--- src/rtl/seq_pkg.sv ---
// Shared types and defaults for the memory-sum sequencer.
// State encoding, ALU opcode and datapath width defaults.
package seq_pkg;

  localparam int AW_DEF = 6;
  localparam int DW_DEF = 32;

  localparam logic [4:0] ALU_OP_ADD  = 5'h1;
  localparam logic [4:0] ACC_REG_DEF = 5'd1;

  typedef enum logic [2:0] {
    S_IDLE,
    S_CLEAR,
    S_READ,
    S_ACC,
    S_WRITE,
    S_DONE
  } state_t;

endpackage

--- src/rtl/seq_addr_gen.sv ---
// Source pointer and word counter for the sum sequencer.
// Loads base/len on start, then steps once per accumulated word.
module seq_addr_gen
  import seq_pkg::*;
#(
  parameter int AW = AW_DEF
) (
  input  logic          clk,
  input  logic          rst,
  input  logic          load,
  input  logic          step,
  input  logic [AW-1:0] base_addr,
  input  logic [AW:0]   len,
  output logic [AW-1:0] ptr,
  output logic [AW:0]   cnt
);

  localparam logic [AW:0] MAX_LEN =
    {1'b1, {AW{1'b0}}};
  localparam logic [AW-1:0] PTR_ONE =
    {{(AW-1){1'b0}}, 1'b1};
  localparam logic [AW:0] CNT_ONE =
    {{AW{1'b0}}, 1'b1};

  logic [AW:0] len_sat;

  // Clamp the requested count to the memory depth
  always_comb begin
    len_sat = len;
    if (len > MAX_LEN)
      len_sat = MAX_LEN;
  end

  // Pointer wraps naturally at the top of memory
  always_ff @(posedge clk or posedge rst) begin
    if (rst) begin
      ptr <= '0;
      cnt <= '0;
    end else if (load) begin
      ptr <= base_addr;
      cnt <= len_sat;
    end else if (step) begin
      ptr <= ptr + PTR_ONE;
      cnt <= cnt - CNT_ONE;
    end
  end

endmodule

--- src/rtl/mem_sum_sequencer.sv ---
// Datapath master that sums a block of RAM words.
// Accumulates in a RegFile register via the ALU, then stores it.
module mem_sum_sequencer
  import seq_pkg::*;
#(
  parameter logic [4:0] ACC_REG = ACC_REG_DEF,
  parameter int         AW      = AW_DEF,
  parameter int         DW      = DW_DEF
) (
  input  logic          clk,
  input  logic          rst,
  input  logic          start,
  input  logic [AW-1:0] base_addr,
  input  logic [AW:0]   len,
  input  logic [AW-1:0] dst_addr,
  output logic          busy,
  output logic          done,
  output logic [AW-1:0] addrb,
  input  logic [DW-1:0] doutb,
  output logic          wea,
  output logic [AW-1:0] addra,
  output logic [DW-1:0] dina,
  output logic [4:0]    r1_addr,
  input  logic [DW-1:0] r1_out,
  output logic [4:0]    r3_addr,
  output logic          r3_we,
  output logic [DW-1:0] r3_in,
  output logic [DW-1:0] ALU_A,
  output logic [DW-1:0] ALU_B,
  input  logic [DW-1:0] ALU_OUT
);

  localparam logic [AW:0] CNT_ONE =
    {{AW{1'b0}}, 1'b1};

  state_t        state;
  state_t        nxt;
  logic [AW-1:0] ptr;
  logic [AW:0]   cnt;
  logic [AW-1:0] dst;
  logic [AW-1:0] addrb_q;
  logic          load;
  logic          step;

  assign load    = (state == S_IDLE) && start;
  assign step    = (state == S_ACC);
  assign r1_addr = ACC_REG;
  assign r3_addr = ACC_REG;

  seq_addr_gen #(
    .AW (AW)
  ) u_addr_gen (
    .clk       (clk),
    .rst       (rst),
    .load      (load),
    .step      (step),
    .base_addr (base_addr),
    .len       (len),
    .ptr       (ptr),
    .cnt       (cnt)
  );

  // State register
  always_ff @(posedge clk or posedge rst) begin
    if (rst)
      state <= S_IDLE;
    else
      state <= nxt;
  end

  // Latch destination; remember last read address
  always_ff @(posedge clk or posedge rst) begin
    if (rst) begin
      dst     <= '0;
      addrb_q <= '0;
    end else begin
      if (load)
        dst <= dst_addr;
      if (state == S_READ)
        addrb_q <= ptr;
    end
  end

  // Next-state logic
  always_comb begin
    nxt = state;
    unique case (state)
      S_IDLE:  if (start) nxt = S_CLEAR;
      S_CLEAR: nxt = (cnt == '0) ? S_WRITE
                                 : S_READ;
      S_READ:  nxt = S_ACC;
      S_ACC:   nxt = (cnt == CNT_ONE) ? S_WRITE
                                      : S_READ;
      S_WRITE: nxt = S_DONE;
      S_DONE:  nxt = S_IDLE;
      default: nxt = S_IDLE;
    endcase
  end

  // Output decode purely from the state register
  always_comb begin
    busy  = 1'b0;
    done  = 1'b0;
    wea   = 1'b0;
    addra = '0;
    dina  = '0;
    r3_we = 1'b0;
    r3_in = '0;
    ALU_A = '0;
    ALU_B = '0;
    addrb = addrb_q;
    unique case (1'b1)
      (state == S_CLEAR): begin
        busy  = 1'b1;
        r3_we = 1'b1;
      end
      (state == S_READ): begin
        busy  = 1'b1;
        addrb = ptr;
      end
      (state == S_ACC): begin
        busy  = 1'b1;
        ALU_A = r1_out;
        ALU_B = doutb;
        r3_in = ALU_OUT;
        r3_we = 1'b1;
      end
      (state == S_WRITE): begin
        busy  = 1'b1;
        wea   = 1'b1;
        addra = dst;
        dina  = r1_out;
      end
      (state == S_DONE): begin
        done = 1'b1;
      end
      default: begin
      end
    endcase
  end

endmodule

--- config.mk ---
export PLATFORM = sky130hd
export DESIGN_NAME = mem_sum_sequencer
export DESIGN_NICKNAME = d
export VERILOG_FILES = /design/src/rtl/seq_pkg.sv /design/src/rtl/seq_addr_gen.sv /design/src/rtl/mem_sum_sequencer.sv
export SDC_FILE = /design/constraint.sdc
export NUM_CORES = 1
export LEC_CHECK = 0
export BUFFER_PORTS_ARGS = -buffer_cell sky130_fd_sc_hd__buf_2
export CAP_MARGIN = 0
export CORE_AREA = 4 4 102 104
export CTS_CLUSTER_DIAMETER = 50
export DETAILED_ROUTE_END_ITERATION = 10
export DIE_AREA = 0 0 106 108
export SLEW_MARGIN = 15
export SYNTH_ARGS = -nofsm -noshare
export SYNTH_HDL_FRONTEND = slang
export SYNTH_SLANG_ARGS = --single-unit
--- constraint.sdc ---
create_clock -name clk -period 2.2 [get_ports clk]
set_input_delay 0.44 -clock clk [delete_from_list [all_inputs] [get_ports clk]]
set_output_delay 0.44 -clock clk [all_outputs]
set_load 0.005 [all_outputs]
==> flow_summary_export.csv <==
group,metric,value,unit
placement,hpwl,8.366,mm
clock_network,ctsHoldBuffers,0,
finish,final_common_cell,"buf_2",
die,coreArea,9549,sq um
timing,rsz0062_at_grt,"false",
timing,fin_setup_tns,0,ns
finish,final_cell_mix,"261 x buf_2, 97 x and2_1, 38 x and3_1",
pwr,power,3.469,mW
routing,wl_per_cell,14.65,um
global_route,grt_first_pass_wirelength,14.72,mm
die,initial_core_util,25.60,%
yosys,netlist_area,2445,sq um
global_route,grt_start_max_net_pins,59,
yosys,yosysWarningCount,0,
global_route,antenna_found_initial,0,
yosys,synth.yosys.seq_area_share,28.66,%
placement,placed_cells_incl_taps,684,
setup_path,required,1.76,ns
setup_path,r2r.worst_path.cells,3,
finish,area_delta_synth_final,60.64,%
clock_network,clk_path_buf_depth,2,
global_route,grt_overflow,0,
routing,vias,3045,
routing,drt_wl_total,10.08,mm
yosys,ys_ff_latch,28,
yosys,synth_edf_count,0,
placement,place.port_buffers,261,
setup_path,cpMaxStageDelayCell,"dfrtp_2",
timing,setup-violations-final,0,
setup_path,r2r-start,"state[0]$_DFFE_PP0P_",
routing,drtIter0Drc,196,
die,die_w,106,um
setup_path,path_buf_inv,1,
setup_path,critPathKind,"reg -> out",
clock_network,clock-sinks,28,
job,drv_cap,0,
setup_path,rr_endpoint,"u_addr_gen.ptr[4]$_DFFE_PP0P_",
routing,drt-vias-per-instance,4.426,
timing,min_period,2.116,ns
setup_path,max_stage_delay,0.49,ns
status,status,"finished, final reports clean",
die,rows,36,
setup_path,path_cells,"nor3b_4, mux2_2, buf_2",
yosys,synth-main-ff-cell,"dfrtp_1",
routing,ant_nets,0,
clock_network,root_buffer,"clkbuf_8",
setup_path,worstSetupPathDepth,3,
yosys,syn_area_per_cell,7.912,sq um
pwr,p_per_area,883.4,nW/um^2
finish,drive_gt1_share,52.43,%
clock_network,cts_tree,"yes",
pwr,leakagePower,2.422,nW
placement,routabilityCongestion,0.7515,
timing,report.final.hold_viol_count,0,
die,die-height,108,um
finish,diodes,0,
clock_network,worstSkewPairLatency,0.27,ns
finish,final_cell_count_no_fill,688,
clock_network,h-tree-depth,1,
clock_network,numCtsBuffers,3,
setup_path,start_kind,"flip-flop",
die,io_pins,272,
timing,slew_headroom,65.58,%
pwr,ir_drop,570.2,uV
global_route,grt_usage,15.77,%
global_route,grt_pass1_vias,2922,
setup_path,cp_max_fo,8,
timing,fmax,0.4726,GHz
setup_path,rrSetupSlack,0.35,ns
yosys,synth_top_area_share,28.66,%
setup_path,crit_family,"flip-flops",
finish,fin_nets,679,
yosys,syn-instance-count,309,
yosys,synth.area.top_cells,"dfrtp_1 29%, and2_1 25%, and3_1 9.7%",
setup_path,arrival,1.68,ns
routing,drc,0,
min_path,hold_path.class,"in -> async",
yosys,yosys.area.top_type,"dfrtp_1",
yosys,async_flop_share,100.0,%
setup_path,cp-end-kind,"output pin",
setup_path,critPathLaunch,"state[0]$_DFFE_PP0P_",
clock_network,clk_pin_slew,0.09,ns
setup_path,cp-endpoint,"addrb[2]",
yosys,synth_cell_types,43,
timing,timing.final.crit_share,96.17,%
timing,skew,0.002121,ns
timing,worst_pin_slew,0.5141,ns
timing,final_max_slew_viol_count,0,
routing,dr.pass1.iters,4,
die,dieArea,11450,sq um
[worst min path at each step]
stage | slack, ns | from | to
after floorplan | 0.44 | dst[0]$_DFFE_PP0P_ | dst[0]$_DFFE_PP0P_
after global placement | 0.46 | dst[4]$_DFFE_PP0P_ | dst[4]$_DFFE_PP0P_
after detailed placement | 0.46 | dst[4]$_DFFE_PP0P_ | dst[4]$_DFFE_PP0P_
after CTS | 0.22 | rst | addrb_q[2]$_DFF_PP0_
after global routing | 0.25 | rst | state[1]$_DFFE_PP0P_
final | 0.21 | rst | addrb_q[2]$_DFF_PP0_
[cells by family (layout without fill, tap and decap cells)]
logic type	after synthesis	in the layout	synth area share [%]
other	2	10	0.3072
AO/OA/AOI/OAI	20	20	6.193
XOR/XNOR	3	3	1.075
buffers and inverters	43	281	8.342
flip-flops	28	28	28.66
multiplexers	9	9	4.094
AND/OR/NAND/NOR	200	200	49.28
adder cells (fa/ha/maj)	4	4	2.047
[sequential cells by signal, summed over array words and instances, names as in the netlist]
name	count
addrb_q	6
dst	6
state	3
u_addr_gen.ptr	6
u_addr_gen.cnt	7
[cell type report]
cell class                      count  area (sq um)
Fill cell                        1015          5622
Sequential cell                    28         703.2
Inverter                            6         22.52
Timing Repair Buffer              272          1414
Multi-Input combinational cell    246          1580
Tap cell                          133         166.4
Clock buffer                        3         41.29
[layer usage]
| layer | wire length, um | global-route usage [%] |
|---|---|---|
| met5 | 0 | 0 |
| met4 | 52 | 0.9251 |
| met3 | 1114 | 5.672 |
| met2 | 4813 | 27.28 |
| met1 | 4101 | 19.89 |
[what timing repair did]
action	CTS	global route
endpoints found under the setup margin	6	117
gates cloned	0	0
pin swaps	1	1
buffers inserted	0	1
resized for setup	1	2
[tightest hold or removal path, stage by stage]
cell,delay [ns]
buf_2,0.09
inv_1,0.04
buf_4,0.33
[stage by stage]
stage | utilization [%] | hold slack [ns] | instance area [sq um] | setup slack [ns]
detailed placement | 40.53 | 0.4583 | 3870 | 0.2157
global placement | 40.53 | 0.4550 | 3870 | 0.2634
floorplan | - | 0.4374 | 2475 | 0.3417
finish | 41.13 | 0.2105 | 3928 | 0.08417
CTS | 41.02 | 0.2224 | 3918 | 0.007355
global route | 41.13 | 0.2479 | 3928 | 0.002708
[cells in the mapped netlist, drive strengths merged, types with 2 or more instances]
library cell and instances:
ha 4, a211oi 3, and3b 2, dfrtp 28, nor4 3, buf 14
and2 97, mux2 8, clkbuf 23, xnor2 2, nand2 23, o311ai 2
a21oi 3, o21ai 2, nand3 11, nor3 4, a221o 4, conb 2
nor2 6, or4 5, and3 38, inv 6
[power by group]
group / switching, mW / internal (mW)
logic: 1.07 / 1.15
registers: 0.214 / 0.752
clock network: 0.160 / 0.123
total: 1.44 / 2.03
Power figures use the tool's default switching activity.
